File: src/rtl/mvu_pe_acc_pkg.sv
// Shared MVAU processing-element definitions: default geometry, counter
// sizing and lane extraction from the packed product bus.
package mvu_pe_acc_pkg;

  localparam int SIMD_DEF  = 2;
  localparam int TDSTI_DEF = 16;
  localparam int TDSTO_DEF = 24;
  localparam int SF_DEF    = 4;

  // Upper bounds for the generic lane helper; callers stay well below these.
  localparam int BUS_MAX  = 2048;
  localparam int LANE_MAX = 64;

  function automatic int sf_width(input int sf);
    int w;
    w = $clog2(sf);
    return (w < 1) ? 1 : w;
  endfunction

  // Returns lane k (w bits wide) of a packed bus, zero-extended to LANE_MAX.
  function automatic logic [LANE_MAX-1:0] get_lane(input logic [BUS_MAX-1:0] bus,
                                                   input int k,
                                                   input int w);
    logic [LANE_MAX-1:0] mask;
    mask = (w >= LANE_MAX) ? '1 : ((LANE_MAX'(1) << w) - LANE_MAX'(1));
    return LANE_MAX'(bus >> (k * w)) & mask;
  endfunction

endpackage

File: src/rtl/mvu_pe_acc_if.sv
// Product-beat input stream and dot-product result stream of one PE.
interface mvu_pe_acc_if
  import mvu_pe_acc_pkg::*;
#(
  parameter int SIMD  = SIMD_DEF,
  parameter int TDstI = TDSTI_DEF,
  parameter int TDstO = TDSTO_DEF
) ();

  logic                  in_v;
  logic                  in_rdy;
  logic [SIMD*TDstI-1:0] in_prod;
  logic                  out_v;
  logic                  out_rdy;
  logic [TDstO-1:0]      out;

  modport slave (
    input  in_v,
    input  in_prod,
    input  out_rdy,
    output in_rdy,
    output out_v,
    output out
  );

  modport master (
    output in_v,
    output in_prod,
    output out_rdy,
    input  in_rdy,
    input  out_v,
    input  out
  );

endinterface

File: src/rtl/mvu_pe_adders.sv
// Combinational adder tree: zero-extends each product lane and sums all
// lanes modulo 2^TDstO.
module mvu_pe_adders
  import mvu_pe_acc_pkg::*;
#(
  parameter int SIMD  = SIMD_DEF,
  parameter int TDstI = TDSTI_DEF,
  parameter int TDstO = TDSTO_DEF
) (
  input  logic [SIMD*TDstI-1:0] prod_i,
  output logic [TDstO-1:0]      sum_o
);

  logic [BUS_MAX-1:0]  bus_ext;
  logic [LANE_MAX-1:0] lane_w;
  logic [TDstO-1:0]    sum;

  assign bus_ext = BUS_MAX'(prod_i);

  always_comb begin
    sum    = '0;
    lane_w = '0;
    for (int k = 0; k < SIMD; k++) begin
      lane_w = get_lane(bus_ext, k, TDstI);
      sum    = sum + TDstO'(lane_w);
    end
  end

  assign sum_o = sum;

endmodule

File: src/rtl/mvu_pe_acc.sv
// PE accumulator: reduces SIMD products per beat, accumulates SF beats and
// emits one dot-product result on a valid/ready stream.
module mvu_pe_acc
  import mvu_pe_acc_pkg::*;
#(
  parameter int SIMD  = SIMD_DEF,
  parameter int TDstI = TDSTI_DEF,
  parameter int TDstO = TDSTO_DEF,
  parameter int SF    = SF_DEF
) (
  input  logic        clk,
  input  logic        rst_n,
  mvu_pe_acc_if.slave s
);

  localparam int              SF_W    = sf_width(SF);
  localparam logic [SF_W-1:0] SF_LAST = SF_W'(SF - 1);

  logic [TDstO-1:0] sum;
  logic [TDstO-1:0] acc_q, acc_d, acc_next;
  logic [TDstO-1:0] out_q, out_d;
  logic             out_v_q, out_v_d;
  logic [SF_W-1:0]  sf_cnt_q, sf_cnt_d;
  logic             first_beat, last_beat;
  logic             in_rdy, acc_en;

  mvu_pe_adders #(
    .SIMD  (SIMD),
    .TDstI (TDstI),
    .TDstO (TDstO)
  ) u_adders (
    .prod_i (s.in_prod),
    .sum_o  (sum)
  );

  assign first_beat = (sf_cnt_q == '0);
  assign last_beat  = (sf_cnt_q == SF_LAST);

  // Only the fold-closing beat needs the output register, so only it stalls.
  assign in_rdy   = !(last_beat && out_v_q && !s.out_rdy);
  assign acc_en   = s.in_v && in_rdy;
  assign acc_next = first_beat ? sum : acc_q + sum;

  always_comb begin
    acc_d    = acc_q;
    sf_cnt_d = sf_cnt_q;
    out_d    = out_q;
    out_v_d  = out_v_q;
    if (out_v_q && s.out_rdy) begin
      out_v_d = 1'b0;
    end
    if (acc_en) begin
      acc_d    = acc_next;
      sf_cnt_d = last_beat ? '0 : sf_cnt_q + SF_W'(1);
      // A new result overrides a same-cycle transfer, keeping out_v high.
      if (last_beat) begin
        out_d   = acc_next;
        out_v_d = 1'b1;
      end
    end
  end

  always_ff @(posedge clk) begin
    if (!rst_n) begin
      acc_q    <= '0;
      sf_cnt_q <= '0;
      out_q    <= '0;
      out_v_q  <= 1'b0;
    end else begin
      acc_q    <= acc_d;
      sf_cnt_q <= sf_cnt_d;
      out_q    <= out_d;
      out_v_q  <= out_v_d;
    end
  end

  assign s.in_rdy = in_rdy;
  assign s.out_v  = out_v_q;
  assign s.out    = out_q;

endmodule
File: src/flat_wrapper.sv
// flat-port wrapper written by rule: the top's interface ports become plain ports
module mvu_pe_acc_flat import mvu_pe_acc_pkg::*;
#(
  parameter int SIMD  = SIMD_DEF,
  parameter int TDstI = TDSTI_DEF,
  parameter int TDstO = TDSTO_DEF,
  parameter int SF    = SF_DEF
)
  (clk, rst_n, s_in_v, s_in_prod, s_out_rdy, s_in_rdy, s_out_v, s_out);
  mvu_pe_acc_if #(.SIMD(SIMD), .TDstI(TDstI), .TDstO(TDstO)) s_i ();
  input  logic clk;
  input  logic rst_n;
  input wire logic [$bits(s_i.in_v)-1:0] s_in_v;
  input wire logic [$bits(s_i.in_prod)-1:0] s_in_prod;
  input wire logic [$bits(s_i.out_rdy)-1:0] s_out_rdy;
  output wire logic [$bits(s_i.in_rdy)-1:0] s_in_rdy;
  output wire logic [$bits(s_i.out_v)-1:0] s_out_v;
  output wire logic [$bits(s_i.out)-1:0] s_out;
  assign s_i.in_v = s_in_v;
  assign s_i.in_prod = s_in_prod;
  assign s_i.out_rdy = s_out_rdy;
  assign s_in_rdy = s_i.in_rdy;
  assign s_out_v = s_i.out_v;
  assign s_out = s_i.out;
  mvu_pe_acc #(.SIMD(SIMD), .TDstI(TDstI), .TDstO(TDstO), .SF(SF)) u_core (.clk(clk), .rst_n(rst_n), .s(s_i));
endmodule
File: config.mk
export PLATFORM = sky130hd
export DESIGN_NAME = mvu_pe_acc_flat
export DESIGN_NICKNAME = d
export VERILOG_FILES = /design/src/rtl/mvu_pe_acc_pkg.sv /design/src/rtl/mvu_pe_acc_if.sv /design/src/rtl/mvu_pe_adders.sv /design/src/rtl/mvu_pe_acc.sv /design/src/flat_wrapper.sv
export SDC_FILE = /design/constraint.sdc
export NUM_CORES = 1
export LEC_CHECK = 0
export BUFFER_PORTS_ARGS = -buffer_cell sky130_fd_sc_hd__buf_2
export CAP_MARGIN = 20
export CELL_PAD_IN_SITES_DETAIL_PLACEMENT = 0
export CELL_PAD_IN_SITES_GLOBAL_PLACEMENT = 1
export CORE_ASPECT_RATIO = 0.7
export CORE_MARGIN = 1.5
export CORE_UTILIZATION = 30
export DETAILED_ROUTE_END_ITERATION = 8
export HOLD_SLACK_MARGIN = 0.05
export MAX_ROUTING_LAYER = met4
export PLACE_DENSITY_LB_ADDON = 0.2
export SLEW_MARGIN = 40
export SYNTH_ARGS = -nofsm -noshare
export SYNTH_HDL_FRONTEND = slang
export SYNTH_SLANG_ARGS = --single-unit
File: constraint.sdc
create_clock -name clk -period 4.1 [get_ports clk]
set_input_delay 0.41 -clock clk [delete_from_list [all_inputs] [get_ports clk]]
set_output_delay 0.41 -clock clk [all_outputs]
set_load 0.02 [all_outputs]
==> metrics.txt <==
# TYPE chip_impl_metric gauge
chip_impl_metric{name="final_layout_size_suffix_gt1_share",unit="%"} 20.8
chip_impl_metric{name="finalHoldViolations",unit=""} 0
chip_impl_metric{name="yosysWarningCount",unit=""} 0
chip_impl_metric{name="cts.sink_count",unit=""} 51
chip_impl_info{name="worst_setup_path_type",value="in -> reg"} 1
chip_impl_metric{name="synth-async-reset-ratio",unit="%"} 0
chip_impl_metric{name="grt.overflow.total",unit=""} 0
chip_impl_info{name="synth_top_flop_cell",value="sky130_fd_sc_hd__dfxtp_1"} 1
chip_impl_metric{name="first_pass_grt_wire_length",unit="um"} 17600
chip_impl_metric{name="initial_cell_density_of_the_core",unit="%"} 31.1
chip_impl_metric{name="numPlacedInstances",unit=""} 697
chip_impl_metric{name="clock_latency",unit="ns"} 0.30
chip_impl_metric{name="finalNetCount",unit=""} 619
chip_impl_info{name="end_kind",value="register"} 1
chip_impl_metric{name="r2r.worst_path.cells",unit=""} 9
chip_impl_metric{name="cap_violations",unit=""} 0
chip_impl_metric{name="worst_tran_pin_value",unit="ns"} 0.785
chip_impl_info{name="status",value="finished with violations"} 1
chip_impl_metric{name="detail-route-antenna-nets",unit=""} 0
chip_impl_info{name="r2r_start",value="u_core.acc_q[0]$_SDFFE_PN0P_"} 1
chip_impl_info{name="reg2reg_to",value="u_core.s.out[16]$_SDFFE_PN0P_"} 1
chip_impl_metric{name="cts-htree-levels",unit=""} 2
chip_impl_metric{name="synthToLayoutAreaGrowth",unit="%"} 20.7
chip_impl_metric{name="power.share.sequential",unit="%"} 29.2
chip_impl_info{name="critical_path.startpoint_type",value="input port"} 1
chip_impl_metric{name="whs",unit="ns"} 0.434
chip_impl_metric{name="setup_viol",unit=""} 0
chip_impl_info{name="min-delay-start",value="s_in_v"} 1
chip_impl_metric{name="gr-usage-all-layers",unit="%"} 16.5
chip_impl_metric{name="n_antenna_cell",unit=""} 0
chip_impl_metric{name="wl_per_cell",unit="um"} 15.2
chip_impl_metric{name="endpoint_required_time_on_the_critical_path",unit="ns"} 4.29
chip_impl_metric{name="gp_congestion",unit=""} 0.832
chip_impl_metric{name="clockBufferDepth",unit=""} 2
chip_impl_metric{name="num_vias",unit=""} 3714
chip_impl_metric{name="buffer_ports.inserted",unit=""} 61
chip_impl_metric{name="final_cells",unit=""} 706
chip_impl_metric{name="ffs_latches_synth",unit=""} 51
chip_impl_metric{name="detailedRoute.firstPassIterationCount",unit=""} 7
chip_impl_metric{name="antenna_found_initial",unit=""} 0
chip_impl_metric{name="synth_largest_type_area_fraction",unit="%"} 26.2
chip_impl_metric{name="dpl.hpwl",unit="um"} 8220
chip_impl_metric{name="core-area",unit="mm^2"} 0.0125
chip_impl_metric{name="clk_pin_slew_worst_paths",unit="ns"} 0.07
chip_impl_metric{name="cts_made_buffers",unit=""} 5
chip_impl_metric{name="fin_setup_tns",unit="ns"} 0
chip_impl_metric{name="std_cell_rows",unit=""} 34
chip_impl_metric{name="synth_edf_count",unit=""} 0
chip_impl_metric{name="postCtsHoldBufs",unit=""} 0
chip_impl_metric{name="max_slew_margin",unit="%"} 47.7
chip_impl_info{name="layout.cells.most_common_list",value="sky130_fd_sc_hd__buf_2, sky130_fd_sc_hd__dfxtp_1, sky130_fd_sc_hd__a21oi_1"} 1
chip_impl_metric{name="power_density",unit="mW/mm^2"} 392
chip_impl_metric{name="final.min_clock_period",unit="ns"} 3.89
chip_impl_metric{name="drt_wl_total",unit="um"} 10700
chip_impl_metric{name="net-switching-power",unit="uW"} 670
chip_impl_metric{name="synth_sequential_area_ratio",unit="%"} 26.2
chip_impl_metric{name="num-fill-cells",unit=""} 1318
chip_impl_metric{name="power.static_leakage",unit="uW"} 0.00219
chip_impl_metric{name="grt_start_max_net_pins",unit=""} 47
chip_impl_info{name="rsz0062_at_grt",value="false"} 1
chip_impl_metric{name="width_of_the_chip",unit="um"} 139
chip_impl_info{name="synth.top_cells.by_area",value="sky130_fd_sc_hd__dfxtp_1, sky130_fd_sc_hd__ha_1, sky130_fd_sc_hd__a21oi_1, sky130_fd_sc_hd__o21ai_0, sky130_fd_sc_hd__xnor2_1"} 1
chip_impl_metric{name="maximum_clock_frequency",unit="MHz"} 257
chip_impl_metric{name="hold-path-cell-count",unit=""} 3
chip_impl_metric{name="pwr-share-clk",unit="%"} 26.9
chip_impl_metric{name="power.total",unit="uW"} 1850
chip_impl_info{name="final_common_cell",value="sky130_fd_sc_hd__buf_2"} 1
chip_impl_info{name="synth_top_area_cell",value="sky130_fd_sc_hd__dfxtp_1"} 1
chip_impl_info{name="tritoncts",value="done"} 1
chip_impl_metric{name="netlist_instances",unit=""} 471
chip_impl_metric{name="worst_clock_skew",unit="ns"} 0.00854
chip_impl_metric{name="final_max_slew_viol_count",unit=""} 0
chip_impl_metric{name="reg2reg_slack",unit="ns"} 1.25
chip_impl_metric{name="synth_nets",unit=""} 547
chip_impl_metric{name="arrival_time_reported_for_the_critical_path_endpoint",unit="ns"} 4.08
chip_impl_info{name="hold_path_end",value="u_core.sf_cnt_q[0]$_SDFFE_PN0P_"} 1
chip_impl_metric{name="finalCritPeriodShare",unit="%"} 94.8
chip_impl_info{name="hp-class",value="in -> reg"} 1
chip_impl_metric{name="initialDrtViolationCount",unit=""} 226
chip_impl_metric{name="die_y",unit="um"} 98.4
chip_impl_metric{name="drcViolationCount",unit=""} 2
chip_impl_metric{name="first_global_vias",unit=""} 3522
chip_impl_info{name="clockRootBuffer",value="sky130_fd_sc_hd__clkbuf_16"} 1
chip_impl_metric{name="io-pin-count",unit=""} 62
chip_impl_metric{name="netlist_area",unit="mm^2"} 0.00390
chip_impl_metric{name="synth.lib_cells_used.distinct",unit=""} 63
chip_impl_info{name="failed_checks",value="DRC"} 1
chip_impl_metric{name="routed_via_density",unit=""} 5.26
chip_impl_metric{name="post_synth.cell_area_avg",unit="um^2"} 8.28
chip_impl_metric{name="power_report.internal_total",unit="uW"} 1180
chip_impl_metric{name="swShare",unit="%"} 36.3
chip_impl_metric{name="design.die.area",unit="mm^2"} 0.0137
chip_impl_metric{name="crit_fanout",unit=""} 7
chip_impl_metric{name="power.ir.vdd_worst",unit="V"} 0.000175
chip_impl_metric{name="pwr-share-comb",unit="%"} 43.8
==> metal layers <==
layer  GRT usage, %  vias up  routed length (um)
met3           2.94        6                 499
li1               -     1896                   -
met4           2.70        0                  52
met2           24.5       82                4400
met1           23.5     1730                5770
met5              -        -                   0
==> final cells by class <==
| cell class | instances | area [um^2] | share of cell area [%] |
|---|---|---|---|
| Inverter | 14 | 52.6 | 1.12 |
| Sequential cell | 51 | 1020 | 21.7 |
| Multi-Input combinational cell | 383 | 2750 | 58.4 |
| Timing Repair Buffer | 88 | 508 | 10.8 |
| Tap cell | 162 | 203 | 4.31 |
| Clock buffer | 6 | 139 | 2.95 |
| Clock inverter | 2 | 35.0 | 0.744 |
==> per-stage QoR <==
step / cell area [um^2] / util, % / worst slack, ns
3_3_place_gp: 4520 / 36.0 / -0.120
6_report: 4710 / 37.5 / 0.213
3_5_place_dp: 4520 / 36.0 / -0.124
2_1_floorplan: 3900 / - / 0.307
4_1_cts: 4690 / 37.4 / 0.188
5_1_grt: 4710 / 37.5 / 0.00970
==> state kept, by name, summed over array words and instances (netlist names) <==
register / flops
u_core.acc_q: 24
u_core.s.out: 24
u_core.sf_cnt_q: 2
u_core.s.out_v: 1
==> critical path, stage by stage <==
cell	delay, ns
sky130_fd_sc_hd__buf_2	0.08
sky130_fd_sc_hd__ha_1	0.18
sky130_fd_sc_hd__inv_1	0.06
sky130_fd_sc_hd__fa_1	0.41
sky130_fd_sc_hd__nand2b_1	0.19
sky130_fd_sc_hd__a21oi_1	0.28
sky130_fd_sc_hd__o21ai_0	0.14
sky130_fd_sc_hd__a21oi_1	0.17
sky130_fd_sc_hd__xnor2_1	0.13
sky130_fd_sc_hd__ha_1	0.41
sky130_fd_sc_hd__nand2_2	0.11
sky130_fd_sc_hd__nor2_2	0.20
sky130_fd_sc_hd__a2111oi_4	0.09
sky130_fd_sc_hd__buf_4	0.17
sky130_fd_sc_hd__o41ai_4	0.44
sky130_fd_sc_hd__and3_2	0.28
sky130_fd_sc_hd__o21ai_0	0.07
sky130_fd_sc_hd__a32o_1	0.28
==> repair_timing <==
item	in CTS	in global routing
gates resized for setup	0	3
endpoints found under the hold margin	0	0
endpoints found under the setup margin	0	7
buffers inserted	0	1
==> kinds of logic after synthesis <==
kind of cell	synth area share (%)
compound gates	32.9
simple gates	15.1
flops	26.2
fa+ha+maj	13.2
buf+inv	3.56
xor+xnor	7.19
mux	1.86
==> cells in the mapped netlist (3+ instances only) <==
library cell / count
sky130_fd_sc_hd__a211oi_1: 3
sky130_fd_sc_hd__a21boi_0: 6
sky130_fd_sc_hd__a21o_1: 12
sky130_fd_sc_hd__a21oi_1: 50
sky130_fd_sc_hd__a22o_1: 7
sky130_fd_sc_hd__a22oi_1: 4
sky130_fd_sc_hd__a31oi_1: 6
sky130_fd_sc_hd__a41oi_1: 3
sky130_fd_sc_hd__and2_1: 4
sky130_fd_sc_hd__and3_1: 5
sky130_fd_sc_hd__buf_1: 3
sky130_fd_sc_hd__clkbuf_1: 20
sky130_fd_sc_hd__dfxtp_1: 51
sky130_fd_sc_hd__ha_1: 38
sky130_fd_sc_hd__inv_1: 14
sky130_fd_sc_hd__mux2i_1: 5
sky130_fd_sc_hd__nand2_1: 38
sky130_fd_sc_hd__nand2b_1: 7
sky130_fd_sc_hd__nand3_1: 6
sky130_fd_sc_hd__nand4_1: 3
sky130_fd_sc_hd__nor2_1: 29
sky130_fd_sc_hd__nor2b_1: 3
sky130_fd_sc_hd__nor3_1: 5
sky130_fd_sc_hd__o211a_1: 8
sky130_fd_sc_hd__o211ai_1: 5
sky130_fd_sc_hd__o21ai_0: 45
sky130_fd_sc_hd__o21bai_1: 3
sky130_fd_sc_hd__o221ai_1: 3
sky130_fd_sc_hd__o31ai_1: 6
sky130_fd_sc_hd__or3_1: 5
sky130_fd_sc_hd__xnor2_1: 18
sky130_fd_sc_hd__xor2_1: 14
==> power groups by stage <==
stage | Sequential, uW | Clock, uW | Combinational [uW]
floorplan | 548 | 0 | 566
global placement | 551 | 0 | 799
detailed placement | 551 | 0 | 799
CTS | 540 | 512 | 805
global route | 543 | 530 | 907
finish | 540 | 497 | 809
==> worst max-delay path by stage <==
stage                 start                             to  slack, ns  cells after the start
6_report       s_in_prod[0]  u_core.acc_q[19]$_SDFFE_PN0P_       0.21                     18
4_1_cts        s_in_prod[0]  u_core.s.out[19]$_SDFFE_PN0P_       0.19                     16
2_1_floorplan  s_in_prod[0]  u_core.s.out[19]$_SDFFE_PN0P_       0.31                     17
5_1_grt        s_in_prod[0]  u_core.acc_q[21]$_SDFFE_PN0P_       0.01                     18
3_3_place_gp   s_in_prod[0]  u_core.s.out[19]$_SDFFE_PN0P_      -0.12                     16
3_5_place_dp   s_in_prod[0]  u_core.s.out[19]$_SDFFE_PN0P_      -0.12                     17
(Power assumes the default switching activity.)
